**src/rtl/conv_stream_tx.sv**
```systemverilog
// Convolver transmit feeder: ingress FIFO plus a per-frame FSM that streams
// KERNEL_SIZE^2 kernel beats, then pixel_count image beats. Optional macro: CONV_TX_FLUSH_PAD_EN.
module conv_stream_tx #(
  parameter int BITS        = 9,
  parameter int KERNEL_SIZE = 3,
  parameter int IMG_LENGTH  = 128,
  parameter int FIFO_DEPTH  = 16,
  parameter int CNT_W       = 16
) (
  input  logic             clk,
  input  logic             reset_n,
  input  logic             start,
  input  logic [CNT_W-1:0] pixel_count,
  input  logic             in_valid,
  output logic             in_ready,
  input  logic [BITS-1:0]  in_data,
  output logic             kernel_write_en,
  output logic [BITS-1:0]  kernel_out,
  output logic             img_write_en,
  output logic [BITS-1:0]  img_out,
  output logic             busy,
  output logic             done
);

  localparam int AW = $clog2(FIFO_DEPTH);
  localparam logic [CNT_W-1:0] K_LAST = CNT_W'(KERNEL_SIZE * KERNEL_SIZE - 1);

  if (FIFO_DEPTH < 2 || (FIFO_DEPTH & (FIFO_DEPTH - 1)) != 0 || IMG_LENGTH < 1) begin : g_bad_cfg
    $error("conv_stream_tx: FIFO_DEPTH must be a power of two >= 2 and IMG_LENGTH >= 1");
  end

`ifdef CONV_TX_FLUSH_PAD_EN
  localparam logic [CNT_W-1:0] PAD_LAST = CNT_W'(IMG_LENGTH * (KERNEL_SIZE - 1) + KERNEL_SIZE - 1);
  typedef enum logic [2:0] {ST_IDLE, ST_KERNEL, ST_IMAGE, ST_PAD, ST_DONE} state_t;
  localparam state_t ST_AFTER = ST_PAD;
`else
  typedef enum logic [2:0] {ST_IDLE, ST_KERNEL, ST_IMAGE, ST_DONE} state_t;
  localparam state_t ST_AFTER = ST_DONE;
`endif

  // Ingress FIFO: extra pointer bit distinguishes full from empty.
  logic [BITS-1:0] mem [FIFO_DEPTH];
  logic [AW:0]     wr_ptr_reg;
  logic [AW:0]     rd_ptr_reg;
  logic            empty;
  logic            full;
  logic            push;
  logic            pop;
  logic [BITS-1:0] pop_word;

  state_t           state_reg;
  logic [CNT_W-1:0] cnt_reg;
  logic [CNT_W-1:0] limit_reg;

  assign empty    = (wr_ptr_reg == rd_ptr_reg);
  assign full     = (wr_ptr_reg[AW] != rd_ptr_reg[AW]) &&
                    (wr_ptr_reg[AW-1:0] == rd_ptr_reg[AW-1:0]);
  assign in_ready = reset_n && !full;
  assign push     = in_valid && in_ready;
  assign pop      = ((state_reg == ST_KERNEL) || (state_reg == ST_IMAGE)) && !empty;
  assign pop_word = mem[rd_ptr_reg[AW-1:0]];

  always_ff @(posedge clk) begin
    if (push) begin
      mem[wr_ptr_reg[AW-1:0]] <= in_data;
    end
  end

  always_ff @(posedge clk or negedge reset_n) begin
    if (!reset_n) begin
      wr_ptr_reg <= '0;
      rd_ptr_reg <= '0;
    end else begin
      if (push) wr_ptr_reg <= wr_ptr_reg + 1'b1;
      if (pop)  rd_ptr_reg <= rd_ptr_reg + 1'b1;
    end
  end

  // done is raised on the edge that enters DONE, so it is high for the whole DONE cycle.
  always_ff @(posedge clk or negedge reset_n) begin
    if (!reset_n) begin
      state_reg       <= ST_IDLE;
      cnt_reg         <= '0;
      limit_reg       <= '0;
      kernel_write_en <= 1'b0;
      kernel_out      <= '0;
      img_write_en    <= 1'b0;
      img_out         <= '0;
      busy            <= 1'b0;
      done            <= 1'b0;
    end else begin
      kernel_write_en <= 1'b0;
      img_write_en    <= 1'b0;
      done            <= 1'b0;
      case (state_reg)
        ST_IDLE: begin
          if (start) begin
            limit_reg <= pixel_count;
            cnt_reg   <= '0;
            busy      <= 1'b1;
            state_reg <= ST_KERNEL;
          end
        end
        ST_KERNEL: begin
          if (pop) begin
            kernel_write_en <= 1'b1;
            kernel_out      <= pop_word;
            if (cnt_reg == K_LAST) begin
              cnt_reg <= '0;
              if (limit_reg == '0) begin
                state_reg <= ST_AFTER;
                done      <= (ST_AFTER == ST_DONE);
              end else begin
                state_reg <= ST_IMAGE;
              end
            end else begin
              cnt_reg <= cnt_reg + 1'b1;
            end
          end
        end
        ST_IMAGE: begin
          if (pop) begin
            img_write_en <= 1'b1;
            img_out      <= pop_word;
            if (cnt_reg == limit_reg - CNT_W'(1)) begin
              cnt_reg   <= '0;
              state_reg <= ST_AFTER;
              done      <= (ST_AFTER == ST_DONE);
            end else begin
              cnt_reg <= cnt_reg + 1'b1;
            end
          end
        end
`ifdef CONV_TX_FLUSH_PAD_EN
        ST_PAD: begin
          // Zero beats push the final window through the convolver; FIFO is untouched.
          img_write_en <= 1'b1;
          img_out      <= '0;
          if (cnt_reg == PAD_LAST) begin
            cnt_reg   <= '0;
            state_reg <= ST_DONE;
            done      <= 1'b1;
          end else begin
            cnt_reg <= cnt_reg + 1'b1;
          end
        end
`endif
        ST_DONE: begin
          busy      <= 1'b0;
          state_reg <= ST_IDLE;
        end
        default: begin
          busy      <= 1'b0;
          state_reg <= ST_IDLE;
        end
      endcase
    end
  end

endmodule
```
**config.mk**
```make
export PLATFORM = sky130hd
export DESIGN_NAME = conv_stream_tx
export DESIGN_NICKNAME = d
export VERILOG_FILES = /design/src/rtl/conv_stream_tx.sv
export SDC_FILE = /design/constraint.sdc
export NUM_CORES = 1
export LEC_CHECK = 0
export BUFFER_PORTS_ARGS = -buffer_cell sky130_fd_sc_hd__buf_2
export CORE_ASPECT_RATIO = 1.4
export CORE_MARGIN = 2
export CORE_UTILIZATION = 35
export DETAILED_ROUTE_END_ITERATION = 10
export PLACE_DENSITY = 0.49
export SLEW_MARGIN = 20
export SYNTH_ARGS = -nofsm -noshare
export SYNTH_HDL_FRONTEND = slang
export SYNTH_SLANG_ARGS = --single-unit
export TNS_END_PERCENT = 50
```
**constraint.sdc**
```tcl
create_clock -name clk -period 3.31 [get_ports clk]
set_clock_uncertainty 0.15 [all_clocks]
set_input_delay 0.4965 -clock clk [delete_from_list [all_inputs] [get_ports clk]]
set_output_delay 0.4965 -clock clk [all_outputs]
set_load 0.03 [all_outputs]
```
# --- Word-level counts from Yosys, hierarchy flattened ---
# Memory sizes are Yosys's and may differ from the RTL's.
# Cells that the tools add are included.
word_totals:
  regBits: 67
  ramBits: 144
  in_bits: 29
  out_inout_bits: 23
  wordCells: 72
  mem_count: 1
op_classes:
  add_sub_neg: 4
  eq_ne: 12
  mux: 26
  bitwise_logic: 1
  n_reduce_logical: 17
memory_table:
  columns: ["memory", "depth", "width", "rd", "rd_clocked_by_memory_dff", "wr", "line_no", "text"]
  rows:
  - ["mem", 16, 9, 1, 0, 1, "42", "logic [BITS-1:0] mem [FIFO_DEPTH];"]
ops:
  columns: ["cell", "n"]
  rows:
  - ["16-bit 2-to-1 mux", 5]
  - ["16-bit one-hot mux with 3 select lines", 1]
  - ["16-bit by 1-bit adder with 16-bit output, second input constant", 1]
  - ["16-bit equality test", 1]
  - ["16-bit by 4-bit equality test with 1-bit output, second input constant", 1]
  - ["16-bit logical NOT", 1]
  - ["16-bit by 1-bit subtractor with 16-bit output, second input constant", 1]
  - ["3-bit 2-to-1 mux", 5]
  - ["1-bit 2-to-1 mux", 12]
  - ["5-bit by 1-bit adder with 5-bit output, second input constant", 2]
  - ["3-bit one-hot mux with 3 select lines", 1]
  - ["2-bit AND reduction", 4]
  - ["2-bit != test, second input constant", 3]
  - ["5-bit equality test", 1]
  - ["5-bit AND reduction", 1]
  - ["4-bit equality test", 1]
  - ["1-bit logical AND", 4]
  - ["2-bit by 1-bit != test with 1-bit output, second input constant", 2]
  - ["1-bit one-hot mux with 2 select lines", 2]
  - ["4-bit AND reduction", 1]
  - ["3-bit by 1-bit equality test with 1-bit output, second input constant", 1]
  - ["3-bit by 2-bit equality test with 1-bit output, second input constant", 1]
  - ["3-bit logical NOT", 1]
  - ["3-bit nonzero test", 1]
  - ["other kinds (5)", 6]

# --- Depth between registers and ports, before layout ---
# Gate-level depths: netlist (run 1).
depth:
  word_depth: 7
  mapped_depth: 10
  mapped_depth_nobuf: 9

# --- Worst setup path before layout (run 1) ---
# Ideal clock, no wire load.
synth_path:
  kind: "reg-to-reg"
  from: "reg limit_reg[0]"
  to: "reg cnt_reg[5]"
  arrival_ns: 2.702
  t_required_ns: 3.034
  slack_ns: 0.331
  stages_incl_launch_ff: 10
  path_buffers: 0
  period_less_slack_ns: 2.979
  cell_sequence: "dfrtp_1 > inv_1 > ha_1 > nor3b_2 > nand3_1 > xnor2_1 > or4_4 > o41ai_4 > a2111oi_1 > a311o_1"
synth_between:
  elab_chain_cells: 5
synth_lines:
  columns: ["item", "line_no", "text"]
  rows:
  - ["from (decl)", "53", "logic [CNT_W-1:0] limit_reg;"]
  - ["from (signal assigned)", "98", "limit_reg <= pixel_count;"]
  - ["16-bit by 1-bit subtractor with 16-bit output", "125", "if (cnt_reg == limit_reg - CNT_W'(1)) begin"]
  - ["16-bit equality test", "125", null]
  - ["16-bit 2-to-1 mux", "125", null]
  - ["16-bit 2-to-1 mux", "122", "if (pop) begin"]
  - ["16-bit one-hot mux with 3 select lines", "95", "case (state_reg)"]
  - ["to (signal assigned)", "117", "cnt_reg <= cnt_reg + 1'b1;"]
  - ["to (signal assigned)", "130", "cnt_reg <= cnt_reg + 1'b1;"]
  - ["to (decl)", "52", "logic [CNT_W-1:0] cnt_reg;"]
# Every way passes these cells. The select of a mux whose other input is x is not followed.
# A chain may end at the register's enable or synchronous reset.

# --- Worst setup path in the final report (run 1) ---
# Ends and elaborated chain as after synthesis.

==> flow_summary.yaml, run 1 <==
placement:
  globalplace.congestion: 0.800
  dp_hpwl_um: 14600
  io_buffers: 51
  dpl_cell_area_sq_um: 10000
  dp_cells: 958
power_and_ir_drop:
  power_frac_seq_pct: 42.2
  ir_drop_uv: 419
  power.clock.fraction_pct: 29.0
  power.switching_mw: 2.41
  switching_share_pct: 30.5
  p_int_mw: 5.48
  power_frac_comb_pct: 28.9
  p_per_area_nw_per_um2: 738
  p_leak_nw: 4.00
floorplan:
  num_rows: 71
  die_area_sq_um: 28200
  die_w_um: 143
  die_h_um: 198
  core_sq_um: 26700
  ioPinCount: 52
  initial_utilization_pct: 35.3
timing:
  fmax_mhz: 320
  min_period_ns: 3.13
  rsz0062_at_grt: "false"
  tns_ns: 0
  finalCritPeriodShare_pct: 94.4
  setup_viol: 0
  finalMaxSlewViolations: 0
  tightestPinTransition_ns: 0.869
  relSlewSlack_pct: 42.0
  finalHoldViolCount: 0
logic_synthesis:
  synth_cells: 594
  yosys.area_share.adder_pct: 1.60
  netlist_top_cells_count: "edfxtp_1 (144), dfrtp_1 (66), mux4_2 (45), mux2_2 (34), nand2_1 (30)"
  synth_edf_count: 144
  synth_xor_area_share_pct: 3.26
  synth_top_family_by_area: "multiplexers"
  ys.flop_type: "edfxtp_1"
  syn_area_per_cell_sq_um: 15.8
  seq_area_frac_synth_pct: 63.6
  synth_simple_gate_area_share_pct: 9.20
  yosys.cell_count.top_type: "edfxtp_1"
  synthDistinctLibCells: 65
  yosys_warnings: 0
  synthesis.area_sq_um: 9400
  muxShareOfSynthArea_pct: 15.0
  synth_compound_area_share_pct: 5.12
  synth_top_area_share_pct: 46.0
  syn_nets: 635
  synthArstFlopShare_pct: 31.4
  synth.area.top_cells: "edfxtp_1 (46%), dfrtp_1 (18%), mux4_2 (11%), mux2_2 (4.1%), xnor2_1 (1.9%)"
  ys_seq_elements: 210
  synth_top_area_cell: "edfxtp_1"
global_routing:
  track_usage_pct: 15.7
  gr-usage-met2_pct: 29.5
  grt_busiest_layer: "met2"
  grt_start_max_net_pins: 67
  grt_pass1_wl_um: 33400
  antenna_found_initial: 0
  gr-total-overflow: 0
  grt_util_met3_pct: 2.59
  grt_pass1_vias: 5711
  met1_usage_pct: 18.6
critical_path:
  path_buf_inv: 2
  r2r-start: "limit_reg[0]$_DFFE_PN0P_"
  crit_cells: 10
  rr_endpoint: "cnt_reg[5]$_DFFE_PN0P_"
  cp_max_fo: 14
  slowest_delay_ns: 0.53
  critPathCapture: "cnt_reg[5]$_DFFE_PN0P_"
  crit_type: "register to register"
  critPathLaunch: "limit_reg[0]$_DFFE_PN0P_"
  cpLargestDelayFamily: "simple AND/OR/NAND/NOR gates"
  r2r_slack_ns: 0.18
  r2r_cells: 10
  required_ns: 3.55
  startpoint_type: "register"
  slowest_stage: "or4_4"
  cp.arrival_ns: 3.37
  cp_cell_sequence: "inv_1 > ha_1 > nor3b_4 > nand3_1 > xnor2_1 > or4_4 > o41ai_4 > buf_6 > nand2_4 > a311o_1"
  cp-end-kind: "register"
route:
  viasPerCell: 5.33
  wire_per_inst_um: 21.8
  dr.pass1.iters: 4
  drt-total-wl_um: 21700
  drc_errors: 0
  drt-initial-drc-count: 363
  antenna_left: 0
  vias: 5301
outcome:
  status: "finished clean"
final_layout:
  fin_cells: 994
  diodes: 0
  syn_to_final_growth_pct: 13.8
  drive_gt1_share_pct: 27.8
  fin_util_pct: 40.1
  largest_reg_flops: 144
  fin_area_sq_um: 10700
  layout.nets: 696
worst_hold_path:
  hold_path.class: "input pin to asynchronous set/reset pin"
flow_run:
  drv_cap: 0
clocking:
  clkTransAtPathRegs_ns: 0.06
  cts_tree: "yes"
  clockRootBuffer: "clkbuf_16"
  htreeDepth: 1
  cts.path.max_buffers: 3
  postCtsHoldBufs: 0
  clock-sinks: 210
  clock_latency_ns: 0.51
  cts_inserted_buffers: 23
-- worst register-to-register path: cells and delay by family (launching register included) --
kind / cells / cell delay [ns]
xor gates and xnor gates: 1 / 0.15
and+or+nand+nor: 4 / 1.07
buffers and inverters: 2 / 0.28
AOI/OAI and AO/OA: 2 / 0.69
DFF: 1 / 0.45
adders and majority gates: 1 / 0.24
-- how the worst min path moves through the flow --
stage	cells past startpoint	slack (ns)	to	startpoint
2_1_floorplan	0	0.05	busy$_DFFE_PN0P_	reset_n
3_3_place_gp	1	0.33	wr_ptr_reg[4]$_DFFE_PN0P_	wr_ptr_reg[4]$_DFFE_PN0P_
3_5_place_dp	1	0.34	img_out[3]$_DFFE_PN0P_	img_out[3]$_DFFE_PN0P_
4_1_cts	2	0.06	limit_reg[1]$_DFFE_PN0P_	pixel_count[1]
5_1_grt	2	0.06	limit_reg[1]$_DFFE_PN0P_	pixel_count[1]
6_report	2	0.07	state_reg[0]$_DFFE_PN0P_	reset_n
-- layout make-up --
| type | count | area, sq um |
|---|---|---|
| clock inverters | 11 | 72.6 |
| flip-flops and latches | 210 | 5980 |
| multi-input cells | 339 | 3220 |
| clock buffers | 25 | 583 |
| repair buffers | 64 | 369 |
| well taps | 328 | 410 |
| inverters | 17 | 63.8 |
| fillers | 2461 | 16000 |
-- cell families (layout without fill, tap and decap cells) --
group | Yosys count | in the layout
adders and majority gates | 12 | 12
AOI/OAI and AO/OA | 63 | 63
DFF | 210 | 210
buffers and inverters | 45 | 117
muxes | 80 | 80
xor gates and xnor gates | 35 | 35
and+or+nand+nor | 149 | 149
-- power by group through the flow --
stage	clock (mW)	sequential (mW)	combinational, mW
after floorplan	0	3.40	1.58
after global placement	0	3.37	2.30
after detailed placement	0	3.38	2.33
after CTS	2.34	3.33	2.33
after global routing	2.45	3.36	2.48
final	2.29	3.33	2.28
-- per-layer routing --
metal  vias up  share of wire [%]
li1       2411                  -
met3        24                4.8
met2       127                 54
met4         0                1.8
met1      2739                 39
met5         -                  0
-- per-stage QoR --
stage / hold slack, ns / worst slack [ns] / power, mW
after floorplan: 0.0509 / 0.331 / 4.98
after global placement: 0.335 / 0.242 / 5.67
after detailed placement: 0.344 / 0.105 / 5.71
after CTS: 0.0588 / 0.115 / 8.01
after global routing: 0.0571 / 0.0103 / 8.29
final: 0.0738 / 0.184 / 7.89
-- cell usage in the layout (no fill, tap or decap), drive strengths merged, types with 10 or more instances in the layout --
master	count
mux4	45
clkinv	10
buf	64
nand3	12
clkbuf	25
o21ai	11
inv	17
xnor2	20
mux2	34
nor2	14
xor2	15
nor3	17
and2	25
a21oi	10
nand2	31
dfrtp	66
edfxtp	144
ha	12
-- repair_timing --
item,CTS,global route
resized for setup,0,2
setup endpoints to repair,0,4
endpoints found under the hold margin,0,0
setup buffers,0,0
No activity file was read; power rests on OpenSTA's default activity.
==> run 2: changes to the inputs <==
Settings changed: CORE_ASPECT_RATIO 1.4 to 1.75.
Clock period 3.31 ns to 3.6 ns, I/O delays scaled along.
==> run 2 against run 1 <==
Compared with the run above:
- first-iteration DRC count shrank 20%
- non-clock buffer count shrank 6
- via count shrank 0.91%
- register-to-register slack is essentially flat
- clock power grew 2%
- cell count shrank 0.60%
- utilization grew 0.30 points
- critical endpoint unchanged
- largest cell class unchanged
- largest power group unchanged
==> flow_summary.yaml, run 2 (synthesis gave the netlist of run 1 again) <==
outcome:
  status: "finished clean"
placement:
  globalplace.congestion: 0.843
  dp_slack_ns: 0.0922
  io_buffers: 51
  dp_hpwl_um: 14900
  dp_cells: 948
final_layout:
  final_common_cell: "edfxtp_1"
  multi_input_area_sq_um: 3220
  fin_cells: 988
  fillCellCount: 2449
  final_cell_mix: "edfxtp_1 (144), dfrtp_1 (65), buf_2 (51)"
  ff_latch_area_sq_um: 5980
  fin_util_pct: 40.4
  diodes: 0
  syn_to_final_growth_pct: 13.9
  drive_gt1_share_pct: 28.0
  largest_reg_flops: 144
  layout.nets: 689
route:
  drt-total-wl_um: 20900
  wire_per_inst_um: 21.2
  dr.pass1.iters: 4
  viasPerCell: 5.32
  antenna_left: 0
  drt-initial-drc-count: 290
  vias: 5253
  drc_errors: 0
critical_path:
  slowest_delay_ns: 0.58
  slowest_stage: "o41ai_4"
  startpoint_type: "register"
  critPathLaunch: "limit_reg[0]$_DFFE_PN0P_"
  cp_cell_sequence: "inv_1 > ha_1 > nor3b_4 > nand3_1 > xnor2_1 > or4_4 > o41ai_4 > nand2_4 > a311o_1"
  cp_max_fo: 14
  cpLargestDelayFamily: "simple AND/OR/NAND/NOR gates"
  cp-end-kind: "register"
  r2r-start: "limit_reg[0]$_DFFE_PN0P_"
  crit_type: "register to register"
  required_ns: 3.85
  path_buf_inv: 1
  cp.arrival_ns: 3.67
timing:
  finalHoldViolCount: 0
  relSlewSlack_pct: 40.8
  tightestPinTransition_ns: 0.888
  layout_setup_ws_ns: 0.177
  rsz0062_at_grt: "false"
  finalCritPeriodShare_pct: 95.1
  tns_ns: 0
  setup_viol: 0
  finalMaxSlewViolations: 0
  min_period_ns: 3.42
  fmax_mhz: 292
floorplan:
  die_h_um: 221
  core_sq_um: 26500
  die_area_sq_um: 28200
  die_w_um: 128
  initial_utilization_pct: 35.5
  num_rows: 79
  ioPinCount: 52
clocking:
  clkTransAtPathRegs_ns: 0.07
  cts_setup_buffers: 0
  cts.path.max_buffers: 3
  clock-sinks: 210
  cts_tree: "yes"
  htreeDepth: 1
  clockRootBuffer: "clkbuf_16"
  cts_inserted_buffers: 22
  clock_latency_ns: 0.51
global_routing:
  grt_pass1_vias: 5718
  antenna_found_initial: 0
  grt_pass1_wl_um: 32400
  gr-total-overflow: 0
  grt_start_max_net_pins: 67
  track_usage_pct: 15.1
worst_hold_path:
  hold_path.class: "input pin to asynchronous set/reset pin"
power_and_ir_drop:
  p_per_area_nw_per_um2: 693
  ir_drop_uv: 289
  p_leak_nw: 4.00
flow_run:
  drv_cap: 0
==> run 2: cell types whose count changed in the layout (fill, tap and decap cells not counted) <==
| cell | before | now |
|---|---|---|
| clkinvlp_2 | 0 | 2 |
| inv_6 | 0 | 2 |
| bufinv_16 | 1 | 3 |
| clkinv_1 | 6 | 3 |
| buf_12 | 1 | 0 |
| buf_6 | 1 | 0 |
| buf_4 | 11 | 7 |
| clkinv_2 | 4 | 5 |
==> run 2: final timing paths <==
path	end	slack (ns)	depth (start not counted)
setup / recovery	cnt_reg[5]$_DFFE_PN0P_	0.18	9
hold / removal	rd_ptr_reg[4]$_DFFE_PN0P_	0.08	2
min in group clk	limit_reg[1]$_DFFE_PN0P_	0.11	2
max in group asynchronous	rd_ptr_reg[0]$_DFFE_PN0P_	2.61	2
setup reg to reg	cnt_reg[5]$_DFFE_PN0P_	0.18	9
hold reg to reg	wr_ptr_reg[4]$_DFFE_PN0P_	0.33	1
==> run 2: final cells by class <==
| cell class | count | share of cell area [%] |
|---|---|---|
| sequential | 210 | 55.8 |
| multi-input combinational | 339 | 30.1 |
| clock buffer | 25 | 5.44 |
| tap | 324 | 3.79 |
| timing repair buffer | 58 | 2.87 |
| clock inverter | 15 | 1.44 |
| inverter | 17 | 0.596 |
==> run 2: where the power goes <==
group	total, mW	switching [mW]	internal (mW)
logic	2.04	1.08	0.964
clock network	2.34	0.953	1.38
registers	3.05	0.206	2.84
==> run 2: routing by layer <==
layer  up-vias  wire (um)  track usage, %
met5         -          0               0
met3        48        776            2.42
met4         0        795            6.42
li1       2399          -               -
met1      2676       7440            15.6
met2       130      11900            29.2
==> run 2: metrics by stage <==
step / power (mW) / area [sq um] / hold slack (ns)
floorplan: 4.58 / 9400 / 0.0944
global placement: 5.13 / 9970 / 0.333
detailed placement: 5.19 / 9970 / 0.332
CTS: 7.55 / 10700 / 0.0851
global route: 7.80 / 10700 / 0.101
finish: 7.42 / 10700 / 0.0805
==> run 2: worst reg2reg max path, cell delays in order, from the launching register on <==
cell and delay [ns]:
dfrtp_1 0.46, inv_1 0.09, ha_1 0.21, nor3b_4 0.38
nand3_1 0.14, xnor2_1 0.16, or4_4 0.53, o41ai_4 0.58
nand2_4 0.24, a311o_1 0.37
==> run 2: repair_timing <==
action	in CTS	in global routing
setup endpoints to repair	0	4
hold buffers	0	0
resized for setup	0	1
